<file path="src/rtl/core_pkg.sv">
// Shared definitions for multicycle_core: opcode constants, FSM state encoding,
// instruction field positions and the ALU-operation enum.
package core_pkg;

  localparam int INSTR_W = 16;
  localparam int FIELD_W = 4;
  localparam int OP_LSB  = 12;
  localparam int RD_LSB  = 8;
  localparam int RS_LSB  = 4;
  localparam int RT_LSB  = 0;

  localparam logic [3:0] OP_ADD  = 4'h0;
  localparam logic [3:0] OP_SUB  = 4'h1;
  localparam logic [3:0] OP_AND  = 4'h2;
  localparam logic [3:0] OP_OR   = 4'h3;
  localparam logic [3:0] OP_SLT  = 4'h4;
  localparam logic [3:0] OP_ADDI = 4'h5;
  localparam logic [3:0] OP_LW   = 4'h6;
  localparam logic [3:0] OP_SW   = 4'h7;
  localparam logic [3:0] OP_BEQ  = 4'h8;
  localparam logic [3:0] OP_JMP  = 4'h9;
  localparam logic [3:0] OP_MUL  = 4'hA;
  localparam logic [3:0] OP_HALT = 4'hF;

  typedef enum logic [2:0] {
    S_FETCH,
    S_DECODE,
    S_EXEC,
    S_MEM,
    S_WB,
    S_HALT
  } state_e;

  typedef enum logic [2:0] {
    ALU_ADD,
    ALU_SUB,
    ALU_AND,
    ALU_OR,
    ALU_SLT,
    ALU_MUL
  } alu_op_e;

  // ADDI, LW and SW all reduce to an add; opcodes without an ALU role map there too.
  function automatic alu_op_e alu_op_of(input logic [3:0] op);
    alu_op_of = ALU_ADD;
    case (op)
      OP_ADD:  alu_op_of = ALU_ADD;
      OP_SUB:  alu_op_of = ALU_SUB;
      OP_AND:  alu_op_of = ALU_AND;
      OP_OR:   alu_op_of = ALU_OR;
      OP_SLT:  alu_op_of = ALU_SLT;
      OP_MUL:  alu_op_of = ALU_MUL;
      default: alu_op_of = ALU_ADD;
    endcase
  endfunction

endpackage

</file>
<file path="src/rtl/core_regfile.sv">
// NREGS x DATA_W register file: two combinational read ports, one synchronous
// write port, r0 hardwired to zero, asynchronous active-low clear.
module core_regfile #(
  parameter int DATA_W = 8,
  parameter int NREGS  = 4
) (
  input  logic                       clk,
  input  logic                       rst_n,
  input  logic [$clog2(NREGS)-1:0]   ra1,
  output logic [DATA_W-1:0]          rd1,
  input  logic [$clog2(NREGS)-1:0]   ra2,
  output logic [DATA_W-1:0]          rd2,
  input  logic                       we,
  input  logic [$clog2(NREGS)-1:0]   wa,
  input  logic [DATA_W-1:0]          wd
);

  logic [DATA_W-1:0] regs_q [NREGS];
  logic [DATA_W-1:0] regs_d [NREGS];

  // NOTE: assigning every output of an always_comb first (here the full copy)
  // guarantees no path leaves a value unassigned, so no latch is inferred.
  always_comb begin
    regs_d = regs_q;
    if (we && (wa != '0)) regs_d[wa] = wd;
  end

  // NOTE: this storage is small and must read as zero after reset, so it is
  // cleared like ordinary flops; large RAMs would normally not be reset.
  // NOTE: sequential state uses non-blocking (<=) so all flops update together.
  always_ff @(posedge clk or negedge rst_n) begin
    if (!rst_n) begin
      for (int i = 0; i < NREGS; i++) regs_q[i] <= '0;
    end else begin
      regs_q <= regs_d;
    end
  end

  assign rd1 = (ra1 == '0) ? '0 : regs_q[ra1];
  assign rd2 = (ra2 == '0) ? '0 : regs_q[ra2];

endmodule

</file>
<file path="src/rtl/multicycle_core.sv">
// Multi-cycle FETCH/DECODE/EXEC/MEM/WB processor with req/ready memory ports.
// Optional feature macro: CORE_MUL_EN (opcode A becomes MUL instead of a NOP).
module multicycle_core
  import core_pkg::*;
#(
  parameter int          DATA_W   = 8,
  parameter int          PC_W     = 8,
  parameter int          NREGS    = 4,
  parameter int unsigned RESET_PC = 0
) (
  input  logic              clock,
  input  logic              reset,
  output logic              imem_req,
  output logic [PC_W-1:0]   imem_addr,
  input  logic              imem_ready,
  input  logic [15:0]       imem_rdata,
  output logic              dmem_req,
  output logic              dmem_we,
  output logic [PC_W-1:0]   dmem_addr,
  output logic [DATA_W-1:0] dmem_wdata,
  input  logic              dmem_ready,
  input  logic [DATA_W-1:0] dmem_rdata,
  output logic              retire,
  output logic              halted
);

  localparam int AW = $clog2(NREGS);

  state_e               state_q, state_d;
  logic [PC_W-1:0]      pc_q, pc_d;
  logic [INSTR_W-1:0]   ir_q, ir_d;
  logic [DATA_W-1:0]    a_q, a_d, b_q, b_d;
  logic [DATA_W-1:0]    alu_q, alu_d, mdr_q, mdr_d;

  logic [3:0]           op;
  logic [AW-1:0]        rd_idx, rs_idx, rt_idx, rf_ra2;
  logic [DATA_W-1:0]    imm, alu_b, alu_res;
  logic [DATA_W-1:0]    rf_rd1, rf_rd2, rf_wdata;
  logic                 rf_we, is_alu, is_mem;
  logic                 imem_req_c, dmem_req_c, retire_c;
  alu_op_e              alu_op;

  assign op     = ir_q[OP_LSB +: FIELD_W];
  assign rd_idx = ir_q[RD_LSB +: AW];
  assign rs_idx = ir_q[RS_LSB +: AW];
  assign rt_idx = ir_q[RT_LSB +: AW];
  assign imm    = DATA_W'($signed(ir_q[RT_LSB +: FIELD_W]));
  assign alu_op = alu_op_of(op);

  always_comb begin
    is_mem = (op == OP_LW) || (op == OP_SW);
    is_alu = (op == OP_ADD) || (op == OP_SUB) || (op == OP_AND) ||
             (op == OP_OR)  || (op == OP_SLT) || (op == OP_ADDI);
`ifdef CORE_MUL_EN
    if (op == OP_MUL) is_alu = 1'b1;
`endif
  end

  assign alu_b = ((op == OP_ADDI) || is_mem) ? imm : b_q;

  always_comb begin
    alu_res = a_q + alu_b;
    case (alu_op)
      ALU_SUB: alu_res = a_q - alu_b;
      ALU_AND: alu_res = a_q & alu_b;
      ALU_OR:  alu_res = a_q | alu_b;
      ALU_SLT: alu_res = ($signed(a_q) < $signed(alu_b)) ? DATA_W'(1) : '0;
`ifdef CORE_MUL_EN
      ALU_MUL: alu_res = a_q * alu_b;
`endif
      default: ;
    endcase
  end

  // SW stores R[rd] and BEQ compares R[rd], so the second port reads rd for them.
  assign rf_ra2   = ((op == OP_SW) || (op == OP_BEQ)) ? rd_idx : rt_idx;
  assign rf_we    = (state_q == S_WB);
  assign rf_wdata = (op == OP_LW) ? mdr_q : alu_q;

  core_regfile #(
    .DATA_W (DATA_W),
    .NREGS  (NREGS)
  ) u_regfile (
    .clk   (clock),
    .rst_n (reset),
    .ra1   (rs_idx),
    .rd1   (rf_rd1),
    .ra2   (rf_ra2),
    .rd2   (rf_rd2),
    .we    (rf_we),
    .wa    (rd_idx),
    .wd    (rf_wdata)
  );

  always_comb begin
    state_d    = state_q;
    pc_d       = pc_q;
    ir_d       = ir_q;
    a_d        = a_q;
    b_d        = b_q;
    alu_d      = alu_q;
    mdr_d      = mdr_q;
    imem_req_c = 1'b0;
    dmem_req_c = 1'b0;
    retire_c   = 1'b0;
    case (state_q)
      S_FETCH: begin
        imem_req_c = 1'b1;
        if (imem_ready) begin
          ir_d    = imem_rdata;
          pc_d    = pc_q + PC_W'(1);
          state_d = S_DECODE;
        end
      end
      S_DECODE: begin
        a_d     = rf_rd1;
        b_d     = rf_rd2;
        state_d = S_EXEC;
      end
      S_EXEC: begin
        if (is_alu) begin
          alu_d   = alu_res;
          state_d = S_WB;
        end else if (is_mem) begin
          alu_d   = alu_res;
          state_d = S_MEM;
        end else begin
          retire_c = 1'b1;
          state_d  = S_FETCH;
          if (op == OP_BEQ && a_q == b_q) begin
            pc_d = pc_q + PC_W'($signed(ir_q[RT_LSB +: FIELD_W]));
          end else if (op == OP_JMP) begin
            pc_d = PC_W'(ir_q[11:0]);
          end else if (op == OP_HALT) begin
            state_d = S_HALT;
          end
        end
      end
      S_MEM: begin
        dmem_req_c = 1'b1;
        if (dmem_ready) begin
          if (op == OP_SW) begin
            retire_c = 1'b1;
            state_d  = S_FETCH;
          end else begin
            mdr_d   = dmem_rdata;
            state_d = S_WB;
          end
        end
      end
      S_WB: begin
        retire_c = 1'b1;
        state_d  = S_FETCH;
      end
      S_HALT:  state_d = S_HALT;
      default: state_d = S_FETCH;
    endcase
  end

  always_ff @(posedge clock or negedge reset) begin
    if (!reset) begin
      state_q <= S_FETCH;
      pc_q    <= PC_W'(RESET_PC);
      ir_q    <= '0;
      a_q     <= '0;
      b_q     <= '0;
      alu_q   <= '0;
      mdr_q   <= '0;
    end else begin
      state_q <= state_d;
      pc_q    <= pc_d;
      ir_q    <= ir_d;
      a_q     <= a_d;
      b_q     <= b_d;
      alu_q   <= alu_d;
      mdr_q   <= mdr_d;
    end
  end

  // Outputs are forced low while reset is held, which also drops an in-flight
  // request the moment reset asserts.
  always_comb begin
    imem_req   = 1'b0;
    imem_addr  = '0;
    dmem_req   = 1'b0;
    dmem_we    = 1'b0;
    dmem_addr  = '0;
    dmem_wdata = '0;
    retire     = 1'b0;
    halted     = 1'b0;
    if (reset) begin
      imem_req   = imem_req_c;
      imem_addr  = pc_q;
      dmem_req   = dmem_req_c;
      dmem_we    = (op == OP_SW);
      dmem_addr  = PC_W'(alu_q);
      dmem_wdata = b_q;
      retire     = retire_c;
      halted     = (state_q == S_HALT);
    end
  end

endmodule

</file>
<file path="config.mk">
export PLATFORM = sky130hd
export DESIGN_NAME = multicycle_core
export DESIGN_NICKNAME = d
export VERILOG_FILES = /design/src/rtl/core_pkg.sv /design/src/rtl/core_regfile.sv /design/src/rtl/multicycle_core.sv
export SDC_FILE = /design/constraint.sdc
export NUM_CORES = 1
export LEC_CHECK = 0
export CORE_MARGIN = 1
export CORE_UTILIZATION = 58
export CTS_CLUSTER_DIAMETER = 60
export DETAILED_ROUTE_END_ITERATION = 10
export PLACE_DENSITY = 0.81
export SETUP_SLACK_MARGIN = 0.1
export SLEW_MARGIN = 20
export SYNTH_ARGS = -nofsm -noshare
export SYNTH_HDL_FRONTEND = slang
export SYNTH_HIERARCHICAL = 1
export SYNTH_SLANG_ARGS = --single-unit
export TNS_END_PERCENT = 1
</file>
<file path="constraint.sdc">
create_clock -name clock -period 4.1 [get_ports clock]
set_input_delay 0.82 -clock clock [delete_from_list [all_inputs] [get_ports clock]]
set_output_delay 0.82 -clock clock [all_outputs]
set_load 0.005 [all_outputs]
</file>
==> impl_metrics.tcl <==
set metrics [dict create \
    coreArea_sq_um 9770 \
    seq_area_frac_synth 0.348 \
    hold_slack_ps 319 \
    drt-total-wl_microns 14900 \
    layout_commonest_cell "dfrtp_1" \
    cp_cell_sequence "nor2_1 > or3_1 > nand2_1 > inv_1 > ha_1 > nor3_1 > a2111oi_0 > o21ai_0 > a221oi_1 > a21oi_1" \
    hold_viol_final 0 \
    ir_drop_v 0.000210 \
    antenna_found_initial 0 \
    synth.distinct_cells 68 \
    layout_common_cells "dfrtp_1 (81), nand2_1 (71), mux2_2 (61)" \
    grt.busiest_layer "met2" \
    grt-ovfl-total 0 \
    h-tree-depth 3 \
    synthFlopType "dfrtp_1" \
    grt_pass1_vias 4867 \
    endpoint_kind "flop" \
    antenna_cells 0 \
    synth_fp_nets 700 \
    slowest_stage "dfrtp_1" \
    leakage_nw 3.00 \
    post_cts_buffers 0 \
    final_layout_size_suffix_gt1_frac 0.150 \
    grt_pass1_wl_microns 24400 \
    io_buffer_count 54 \
    critPathMaxStageDelay_ps 790 \
    worst-setup-path-type "reg -> reg" \
    r2r-start "ir_q[13]" \
    tns_ps 0 \
    layout_worst_path_cycle_share 0.863 \
    worstMarginPinSlew_ps 989 \
    dr.pass1.iters 4 \
    maxCapViolCount 0 \
    vias 5011 \
    die_y_microns 102 \
    ys_async_sr_fraction 1.00 \
    cts_resized 0 \
    power_density_nw_per_um2 245 \
    num_rows 36 \
    avgViaCountPerCell 6.13 \
    synth-edff-count 0 \
    hold_path.class "in -> async" \
    grtUsageMet1 0.418 \
    place.gp.congestion 0.898 \
    grt_max_degree 59 \
    drc 0 \
    routedWlPerCell_microns 18.2 \
    clockBufferDepth 2 \
    cts_root_buf "clkbuf_8" \
    area_growth_pct 14.6 \
    grt_use_met2 0.484 \
    path_buf_inv 1 \
    fin_crit_ps 3540 \
    p_total_mw 1.64 \
    slew_viol_final 0 \
    worstPathMaxFanout 21 \
    netlist_instances 638 \
    rsz0062_at_grt "no" \
    cts_tree "done" \
    outcome "complete, no violations" \
    slew_headroom 0.337 \
    worstSetupStartpointType "flop" \
    avgSynthCellArea_sq_um 9.13 \
    die_w_microns 102 \
    drt_iter0_drc 338 \
    fill_cells 773 \
    cts.sinks 81 \
    path_delay_family "compound AO/OA/AOI/OAI gates" \
    grt.met3_usage 0.0472 \
    yosys_warnings 6 \
    max_freq_ghz 0.283 \
    worstPathArrival_ps 3760 \
    antenna_left 0 \
    grt_usage 0.304 \
    cts_buffers 9 \
    ys_seq_elements 81 \
    boundaryPins 57 \
    dieArea_sq_um 10500 \
    insertion_delay_ps 360 \
    setup_viol 0 \
    required_ps 4320 \
    syn-cell-area_sq_um 5830 \
    dp_hpwl_microns 11000 \
    initial_utilization 0.596 \
    post-route-util 0.683 \
    clk_pin_slew_ps 90 \
    skew_ps 8.49 \
    cp-startpoint "ir_q[13]" \
    nNetsFinal 742 \
    hold_buffers 0 \
]
[final cells by class]
type,instances,area [sq um],area share
sequential,81,2030,0.303
tap,133,166,0.0249
timing repair buffer,66,641,0.0959
inverter,37,139,0.0208
multi-input combinational,485,3500,0.525
clock buffer,9,124,0.0185
clock inverter,7,78.8,0.0118
[report_power, final]
part | total, mW | leakage (nW) | internal, mW | switching, mW
logic | 0.197 | 1.83 | 0.0873 | 0.110
registers | 0.825 | 1.07 | 0.806 | 0.0191
clock network | 0.614 | 0.0925 | 0.287 | 0.327
total | 1.64 | 3.00 | 1.18 | 0.456
[cell families after synthesis]
group,after synthesis,synth area share
buffers and inverters,72,0.0520
adder cells (fa/ha/maj),34,0.0769
XOR/XNOR,16,0.0240
multiplexers,75,0.142
AND/OR/NAND/NOR,208,0.182
flip-flops,81,0.348
AO/OA/AOI/OAI,152,0.175
[path summary, 6_finish.rpt]
path	to	slack [ps]	cells after the start
max	alu_q[5]	560	10
min	ir_q[9]	320	1
max reg2reg	alu_q[5]	560	10
min reg2reg	mdr_q[1]	500	1
max in group asynchronous	a_q[1]	3260	2
min in group clock	mdr_q[1]	500	1
[synth_stat cells, types with 4 or more instances]
library cell,n,share of area
a211oi_1,4,0.0052
a21o_1,7,0.0090
a21oi_1,33,0.028
a22o_1,14,0.021
a31oi_1,7,0.0075
and2_1,26,0.028
and3_1,6,0.0064
buf_2,10,0.0086
clkbuf_1,20,0.013
dfrtp_1,81,0.35
ha_1,31,0.067
inv_1,37,0.024
mux2_2,61,0.12
mux2i_1,12,0.021
nand2_1,71,0.046
nand2b_1,7,0.0075
nand3_1,12,0.010
nand4_1,4,0.0043
nor2_1,33,0.021
nor2b_1,12,0.013
nor3_1,12,0.010
nor3b_1,4,0.0052
o211ai_1,6,0.0077
o21a_1,4,0.0052
o21ai_0,36,0.031
o21bai_1,5,0.0064
o22ai_1,5,0.0054
or3_1,4,0.0043
xnor2_1,13,0.020
[metrics by stage]
step | cells | worst slack [ps] | cell area (sq um)
after detailed placement | 802 | 698 | 6480
after global placement | 802 | 774 | 6480
after CTS | 818 | 690 | 6680
after global routing | 818 | 254 | 6680
final | 818 | 560 | 6680
after floorplan | 638 | 1200 | 5830
[state kept, by name, summed over array words and instances, names as in the netlist]
name and flops:
b_q 8, pc_q 8, u_regfile/regs_q 24, alu_q 8
mdr_q 8, ir_q 14, state_q 3, a_q 8
[metal layers]
metal | wire length, microns | vias to the layer above
met3 | 933 | 36
li1 | - | 2344
met5 | 0 | -
met4 | 401 | 0
met2 | 7040 | 199
met1 | 6550 | 2432
Note: power is estimated with default switching activity, not from simulation.
